==> src/rtl/dmx512_rx.sv <==
// DMX512 receiver: break/MAB detection, 8N2 slot deserialiser, 512-slot buffer with registered read.
// Slots are written at their second stop-bit sample; read_data follows read_addr by one cycle; no backpressure.
module dmx512_rx #(
  parameter int BIT_TIME  = 200,
  parameter int BREAK_MIN = 4400,
  parameter int MAB_MIN   = 400
) (
  input  logic       clk,
  input  logic       rst,
  input  logic       dmx_in,
  input  logic [9:0] read_addr,
  output logic [7:0] read_data,
  output logic [7:0] start_code,
  output logic [9:0] slot_count,
  output logic       packet_done,
  output logic       frame_err
);

  localparam logic [15:0] HALF_LAST = 16'(BIT_TIME / 2 - 1);
  localparam logic [15:0] BIT_LAST  = 16'(BIT_TIME - 1);
  localparam logic [12:0] BRK_CNT   = 13'(BREAK_MIN);
  localparam logic [12:0] MAB_CNT   = 13'(MAB_MIN);

  typedef enum logic [2:0] {
    S_HUNT, S_BREAK, S_MAB, S_START, S_DATA, S_STOP, S_MARK
  } state_t;

  state_t      state, state_nxt;
  logic [1:0]  sync;
  logic        rx;
  logic [12:0] low_cnt;
  logic [12:0] high_tmr, high_tmr_nxt;
  logic [15:0] bit_tmr, bit_tmr_nxt;
  logic [2:0]  bit_cnt, bit_cnt_nxt;
  logic [7:0]  shift, shift_nxt;
  logic [9:0]  slot_idx, slot_idx_nxt;
  logic [7:0]  pend_sc, pend_sc_nxt;
  logic        brk_pend, brk_pend_nxt;
  logic [7:0]  start_code_nxt;
  logic [9:0]  slot_count_nxt;
  logic        done_nxt, err_nxt;
  logic        wr_en;
  logic [8:0]  wr_addr;
  logic [7:0]  wr_data;

  always_ff @(posedge clk) begin
    if (rst) sync <= 2'b11;
    else     sync <= {sync[0], dmx_in};
  end
  assign rx = sync[1];

  always_ff @(posedge clk) begin
    if (rst || rx)               low_cnt <= '0;
    else if (low_cnt != 13'h1fff) low_cnt <= low_cnt + 13'd1;
  end

  always_ff @(posedge clk) begin
    if (rst) begin
      state       <= S_HUNT;
      high_tmr    <= '0;
      bit_tmr     <= '0;
      bit_cnt     <= '0;
      shift       <= '0;
      slot_idx    <= '0;
      pend_sc     <= '0;
      brk_pend    <= 1'b0;
      start_code  <= '0;
      slot_count  <= '0;
      packet_done <= 1'b0;
      frame_err   <= 1'b0;
    end else begin
      state       <= state_nxt;
      high_tmr    <= high_tmr_nxt;
      bit_tmr     <= bit_tmr_nxt;
      bit_cnt     <= bit_cnt_nxt;
      shift       <= shift_nxt;
      slot_idx    <= slot_idx_nxt;
      pend_sc     <= pend_sc_nxt;
      brk_pend    <= brk_pend_nxt;
      start_code  <= start_code_nxt;
      slot_count  <= slot_count_nxt;
      packet_done <= done_nxt;
      frame_err   <= err_nxt;
    end
  end

  always_comb begin
    state_nxt      = state;
    high_tmr_nxt   = high_tmr;
    bit_tmr_nxt    = bit_tmr;
    bit_cnt_nxt    = bit_cnt;
    shift_nxt      = shift;
    slot_idx_nxt   = slot_idx;
    pend_sc_nxt    = pend_sc;
    brk_pend_nxt   = brk_pend;
    start_code_nxt = start_code;
    slot_count_nxt = slot_count;
    done_nxt       = 1'b0;
    err_nxt        = 1'b0;
    wr_en          = 1'b0;
    wr_addr        = slot_idx[8:0] - 9'd1;
    wr_data        = shift;

    if (low_cnt == BRK_CNT) begin
      state_nxt    = S_BREAK;
      brk_pend_nxt = 1'b0;
      slot_idx_nxt = '0;
      if ((state inside {S_START, S_DATA, S_STOP, S_MARK}) && slot_idx != 10'd0) begin
        done_nxt       = 1'b1;
        start_code_nxt = pend_sc;
        slot_count_nxt = slot_idx - 10'd1;
      end
    end else begin
      case (state)
        S_HUNT: ;
        S_BREAK: begin
          if (rx) begin
            state_nxt    = S_MAB;
            high_tmr_nxt = '0;
          end
        end
        S_MAB: begin
          if (!rx) begin
            if (high_tmr >= MAB_CNT) begin
              state_nxt    = S_START;
              slot_idx_nxt = '0;
              bit_tmr_nxt  = '0;
            end else begin
              state_nxt = S_HUNT;
            end
          end else if (high_tmr != 13'h1fff) begin
            high_tmr_nxt = high_tmr + 13'd1;
          end
        end
        S_START: begin
          if (bit_tmr == HALF_LAST) begin
            bit_tmr_nxt = '0;
            if (!rx) begin
              state_nxt   = S_DATA;
              bit_cnt_nxt = '0;
            end else begin
              state_nxt = (slot_idx == 10'd0) ? S_MAB : S_MARK;
            end
          end else begin
            bit_tmr_nxt = bit_tmr + 16'd1;
          end
        end
        S_DATA: begin
          if (bit_tmr == BIT_LAST) begin
            bit_tmr_nxt = '0;
            shift_nxt   = {shift[6:0], rx};
            bit_cnt_nxt = bit_cnt + 3'd1;
            if (bit_cnt == 3'd7) state_nxt = S_STOP;
          end else begin
            bit_tmr_nxt = bit_tmr + 16'd1;
          end
        end
        S_STOP: begin
          // An all-zero slot with a low stop bit may be the front of a break: defer the verdict.
          if (brk_pend) begin
            if (rx) begin
              err_nxt      = 1'b1;
              brk_pend_nxt = 1'b0;
              state_nxt    = S_HUNT;
              slot_idx_nxt = '0;
            end
          end else if (bit_tmr == BIT_LAST) begin
            bit_tmr_nxt = '0;
            if (!rx) begin
              if (bit_cnt == 3'd0 && shift == 8'h00) begin
                brk_pend_nxt = 1'b1;
              end else begin
                err_nxt      = 1'b1;
                state_nxt    = S_HUNT;
                slot_idx_nxt = '0;
              end
            end else if (bit_cnt == 3'd0) begin
              bit_cnt_nxt = 3'd1;
            end else begin
              bit_cnt_nxt = '0;
              if (slot_idx == 10'd0)  pend_sc_nxt = shift;
              else if (pend_sc == 8'h00) wr_en = 1'b1;
              if (slot_idx == 10'd512) begin
                done_nxt       = 1'b1;
                start_code_nxt = pend_sc;
                slot_count_nxt = slot_idx;
                state_nxt      = S_HUNT;
                slot_idx_nxt   = '0;
              end else begin
                slot_idx_nxt = slot_idx + 10'd1;
                state_nxt    = S_MARK;
              end
            end
          end else begin
            bit_tmr_nxt = bit_tmr + 16'd1;
          end
        end
        S_MARK: begin
          if (!rx) begin
            state_nxt   = S_START;
            bit_tmr_nxt = '0;
          end
        end
        default: state_nxt = S_HUNT;
      endcase
    end
  end

  // Slot buffer: buffer[n] lives at mem[n-1]; a sweep after reset zeroes it.
  logic [7:0] mem [0:511];
  logic [8:0] clr_idx;
  logic       clearing;
  logic       mem_we;
  logic [8:0] mem_wa;
  logic [7:0] mem_wd;
  logic       rd_ok;
  logic [8:0] rd_idx;

  always_ff @(posedge clk) begin
    if (rst) begin
      clr_idx  <= '0;
      clearing <= 1'b1;
    end else if (clearing) begin
      clr_idx <= clr_idx + 9'd1;
      if (clr_idx == 9'd511) clearing <= 1'b0;
    end
  end

  assign mem_we = clearing || wr_en;
  assign mem_wa = clearing ? clr_idx : wr_addr;
  assign mem_wd = clearing ? 8'h00 : wr_data;

  always_ff @(posedge clk) begin
    if (mem_we) mem[mem_wa] <= mem_wd;
  end

  assign rd_ok  = (read_addr != 10'd0) && (read_addr <= 10'd512);
  assign rd_idx = read_addr[8:0] - 9'd1;

  always_ff @(posedge clk) begin
    if (rst || clearing || !rd_ok) read_data <= 8'h00;
    else                           read_data <= mem[rd_idx];
  end

endmodule

==> config.mk <==
export PLATFORM = sky130hd
export DESIGN_NAME = dmx512_rx
export DESIGN_NICKNAME = d
export VERILOG_FILES = /design/src/rtl/dmx512_rx.sv
export SDC_FILE = /design/constraint.sdc
export NUM_CORES = 2
export LEC_CHECK = 0
export BUFFER_PORTS_ARGS = -buffer_cell sky130_fd_sc_hd__buf_2
export CAP_MARGIN = 20
export CORE_ASPECT_RATIO = 0.5
export CORE_UTILIZATION = 49
export DETAILED_ROUTE_END_ITERATION = 8
export HOLD_SLACK_MARGIN = 0.1
export PLACE_DENSITY = 0.6
export SKIP_CTS_REPAIR_TIMING = 1
export SLEW_MARGIN = 30
export SYNTH_ARGS = -nofsm -noshare
export SYNTH_HDL_FRONTEND = slang
export SYNTH_SLANG_ARGS = --single-unit
==> constraint.sdc <==
create_clock -name clk -period 49.2 [get_ports clk]
set_input_delay 4.92 -clock clk [delete_from_list [all_inputs] [get_ports clk]]
set_output_delay 4.92 -clock clk [all_outputs]
set_load 0.1 [all_outputs]
==> impl_results.md <==
- Status: complete, no violations
- Final critical delay including setup and external delays: 10.63 ns
- Fraction of synthesized cell area taken by the top area cell type: 75.4%
- Filler cell count: 24996
- EDFF count, synth: 4096
- Number of design-rule violations left by the first detailed-router iteration: 10860
- Final Hold Violating Endpoints: 0
- Share of power burned in the clock network: 41.4%
- Most instantiated library cell after synthesis: sky130_fd_sc_hd__edfxtp_1
- Fraction of final layout cells sized beyond drive strength 1: 22.8%
- Hold_sp: sync[0]
- End of the worst register-to-register path: mem[275][0]
- Residual overflow from global routing: 0
- Routability congestion estimate from global placement: 0.818
- Worst Path Arrival: 11.45 ns
- FF+latch count, synth: 4211
- Initial Utilization: 49.4%
- TNS Setup: 0 ns
- Initial antenna violation count: 18
- Cell types with the highest counts after synthesis: 4096 x sky130_fd_sc_hd__edfxtp_1, 1024 x sky130_fd_sc_hd__mux4_2, 609 x sky130_fd_sc_hd__nor2_1
- Number of placed I/O pins: 41
- Core area: 0.330 mm²
- Average size of a mapped cell: 20.3 µm²
- Endpoint, Worst Hold: sync[1]
- Clock sinks: 4211
- P_leak: 52.0 nW
- Clock slew at reported path FFs: 0.07 ns
- Total of endpoints with negative setup slack in the final report: 0
- Maximum number of pins on one net before global-route repair: 218
- Input/output buffers: 40
- Hold Crit Depth: 1
- R2R setup slack: 43.29 ns
- Clock tree root buffer cell: sky130_fd_sc_hd__clkbuf_16
- Sequential fraction of design power: 53.7%
- Multi-input combinational cell area: 0.0364 mm²
- Residual DRC count: 0
- Proportion of synthesized flip-flops having asynchronous set or reset: 0%
- Type of element capturing the critical path: register
- CP startpoint kind: input port
- Required time worst endpoint: 50.02 ns
- Share of the yosys chip area belonging to registers: 76.8%
- Crit share post-route: 21.6%
- CTS tree: yes
- Combined global-route utilization of all metal layers: 24.7%
- Reported net switching power: 1.55 mW
- Via density per instance: 6.36
- Synthesized Nets: 8076
- Top_reg_cell synth: sky130_fd_sc_hd__edfxtp_1
- Transition time at the pin with the least slew margin: 1.10 ns
- Horizontal extent of the die: 818 µm
- First-pass GRT wire length: 598000 µm
- Cell type with the largest total area after synthesis: sky130_fd_sc_hd__edfxtp_1
- Kind of path behind the tightest hold check: reg -> reg
- Drt total wl: 419000 µm
- R2r startpoint: state[2]
- Switching share of power: 21.4%
- Portion of total power attributed to combinational logic: 4.9%
- Internal power consumption: 5.67 mW
- Pre-antenna DRT Iters: 6
- Cell variety after synth: 68
- Worst slew margin relative to its limit: 26.9%
- CTS H-Tree Depth: 5
- Post-synthesis cell area: 0.163 mm²
- Placed insts: 12196
- Via count of the first global-routing pass: 80670
- Clock Latency Late Sink: 0.95 ns
- Die extent in y: 410 µm
- Count of pins over their slew limit: 0
- Achievable Freq: 94.1 MHz
- Post-Layout Cell Count: 12888
- Antenna-violating nets left: 0
- Power density cells: 39.7 mW/mm²
- Maxcap violations: 0
- Wire per inst: 32.5 µm
- Via count: 81992
- Cells on worst reg2reg path: 8
- Post-Syn Instances: 8049
- Unrepaired setup endpoints after global routing: false
- Highest ir drop seen on vdd: 0.0265 mV
- Top post-synthesis cells by area: sky130_fd_sc_hd__edfxtp_1 75%, sky130_fd_sc_hd__mux4_2 14%, sky130_fd_sc_hd__o21ai_0 1.6%
- Clock buffer depth: 4
- P&R area growth vs syn: 11.4%
- Total number of placement rows: 149
- Area of all sequential standard cells: 0.125 mm²
- Count of yosys warnings during synthesis: 0
- NumNets Final: 8152
- Highest fanout seen on the critical path: 82
- Area of the die: 0.335 mm²
- Critical path class: in -> reg
- Layout Skew: 0.0462 ns
- Number of buffers inserted during clock tree synthesis: 374
- Detailed placer's ending HPWL: 238000 µm
## final cells by class
| type | instances | share of cell area [%] |
|---|---|---|
| sequential | 4211 | 68.9 |
| multi-input combinational | 3264 | 20.0 |
| clock buffer | 464 | 5.41 |
| tap | 4454 | 3.07 |
| clock inverter | 214 | 1.27 |
| timing repair buffer | 250 | 1.22 |
| inverter | 24 | 0.0496 |
| antenna | 7 | 0.00964 |
## worst max-delay path by stage
stage	from	end	slack [ns]	cells past startpoint
after global placement	read_addr[0]	read_data[3]	36.67	12
after CTS	read_addr[0]	read_data[6]	38.57	14
final	read_addr[0]	read_data[6]	38.57	14
after floorplan	clearing	mem[0][7]	32.96	5
after global routing	read_addr[0]	read_data[6]	38.30	14
after detailed placement	read_addr[0]	read_data[6]	37.57	14
## metal layers
metal / part of all wire [%] / vias to the layer above / wire, µm / global-route usage (%)
li1: - / 33735 / - / -
met1: 43 / 44025 / 178000 / 37.7
met2: 46 / 3644 / 192000 / 37.1
met3: 9.3 / 586 / 39000 / 4.97
met4: 2.3 / 2 / 9590 / 5.68
met5: 0.0048 / - / 20 / 0
## registers in the layout (all words and copies together), names as in the netlist
signal / flops
shift: 8
bit_tmr: 16
slot_count: 10
read_data: 8
low_cnt: 13
sync: 2
frame_err: 1
clr_idx: 9
pend_sc: 8
slot_idx: 10
mem: 4096
bit_cnt: 3
start_code: 8
packet_done: 1
state: 3
clearing: 1
brk_pend: 1
high_tmr: 13
## power by group through the flow
stage          combinational [mW]  clock [mW]  sequential [mW]
2_1_floorplan               0.216           0             3.95
3_3_place_gp                0.350           0             3.95
3_5_place_dp                0.356           0             3.95
4_1_cts                     0.357        3.02             3.88
5_1_grt                     0.372        3.15             3.87
6_report                    0.356        2.99             3.87
## cells in the final DEF, fill, tap and decap left out, drive strengths merged, types with 14 or more instances in the layout
cell,count
nand2,134
clkinv,144
a21oi,52
xnor2,33
buf,250
nand3,30
nand4,28
a22oi,256
nor3,26
inv,35
dfxtp,115
bufinv,47
mux4,1024
o41ai,65
o21ai,531
clkbuf,464
nor4,18
xor2,30
edfxtp,4096
a31oi,259
nor2,611
ha,14
## kinds of logic after synthesis
logic type                 after synthesis  share of synthesized area [%]
muxes                                 1036                           14.2
xor gates and xnor gates                63                          0.338
and+or+nand+nor                        931                           2.46
DFF                                   4211                           76.8
buffers and inverters                  574                           1.44
AOI/OAI and AO/OA                     1220                           4.62
adders and majority gates               14                          0.107
## per-stage QoR
stage | power (mW) | setup WS [ns] | area [µm²] | hold slack (ns) | util, %
final | 7.22 | 38.57 | 182000 | 0.412 | 55.0
after global routing | 7.39 | 38.30 | 182000 | 0.425 | 55.0
after CTS | 7.25 | 38.57 | 182000 | 0.414 | 54.9
after detailed placement | 4.31 | 37.57 | 169000 | 0.398 | 51.3
after global placement | 4.30 | 36.67 | 169000 | 0.398 | 51.1
after floorplan | 4.17 | 32.96 | 163000 | 0.389 | -
## worst max-delay path: stages
cell,delay (ns)
sky130_fd_sc_hd__buf_12,0.48
sky130_fd_sc_hd__inv_1,0.17
sky130_fd_sc_hd__ha_4,0.61
sky130_fd_sc_hd__buf_4,0.65
sky130_fd_sc_hd__buf_4,0.68
sky130_fd_sc_hd__buf_4,0.71
sky130_fd_sc_hd__buf_4,0.78
sky130_fd_sc_hd__mux4_2,0.40
sky130_fd_sc_hd__a22oi_1,0.25
sky130_fd_sc_hd__a31oi_1,0.19
sky130_fd_sc_hd__o41ai_2,0.78
sky130_fd_sc_hd__buf_4,0.23
sky130_fd_sc_hd__a41oi_1,0.12
sky130_fd_sc_hd__a31o_1,0.24
(Power assumes the default switching activity.)
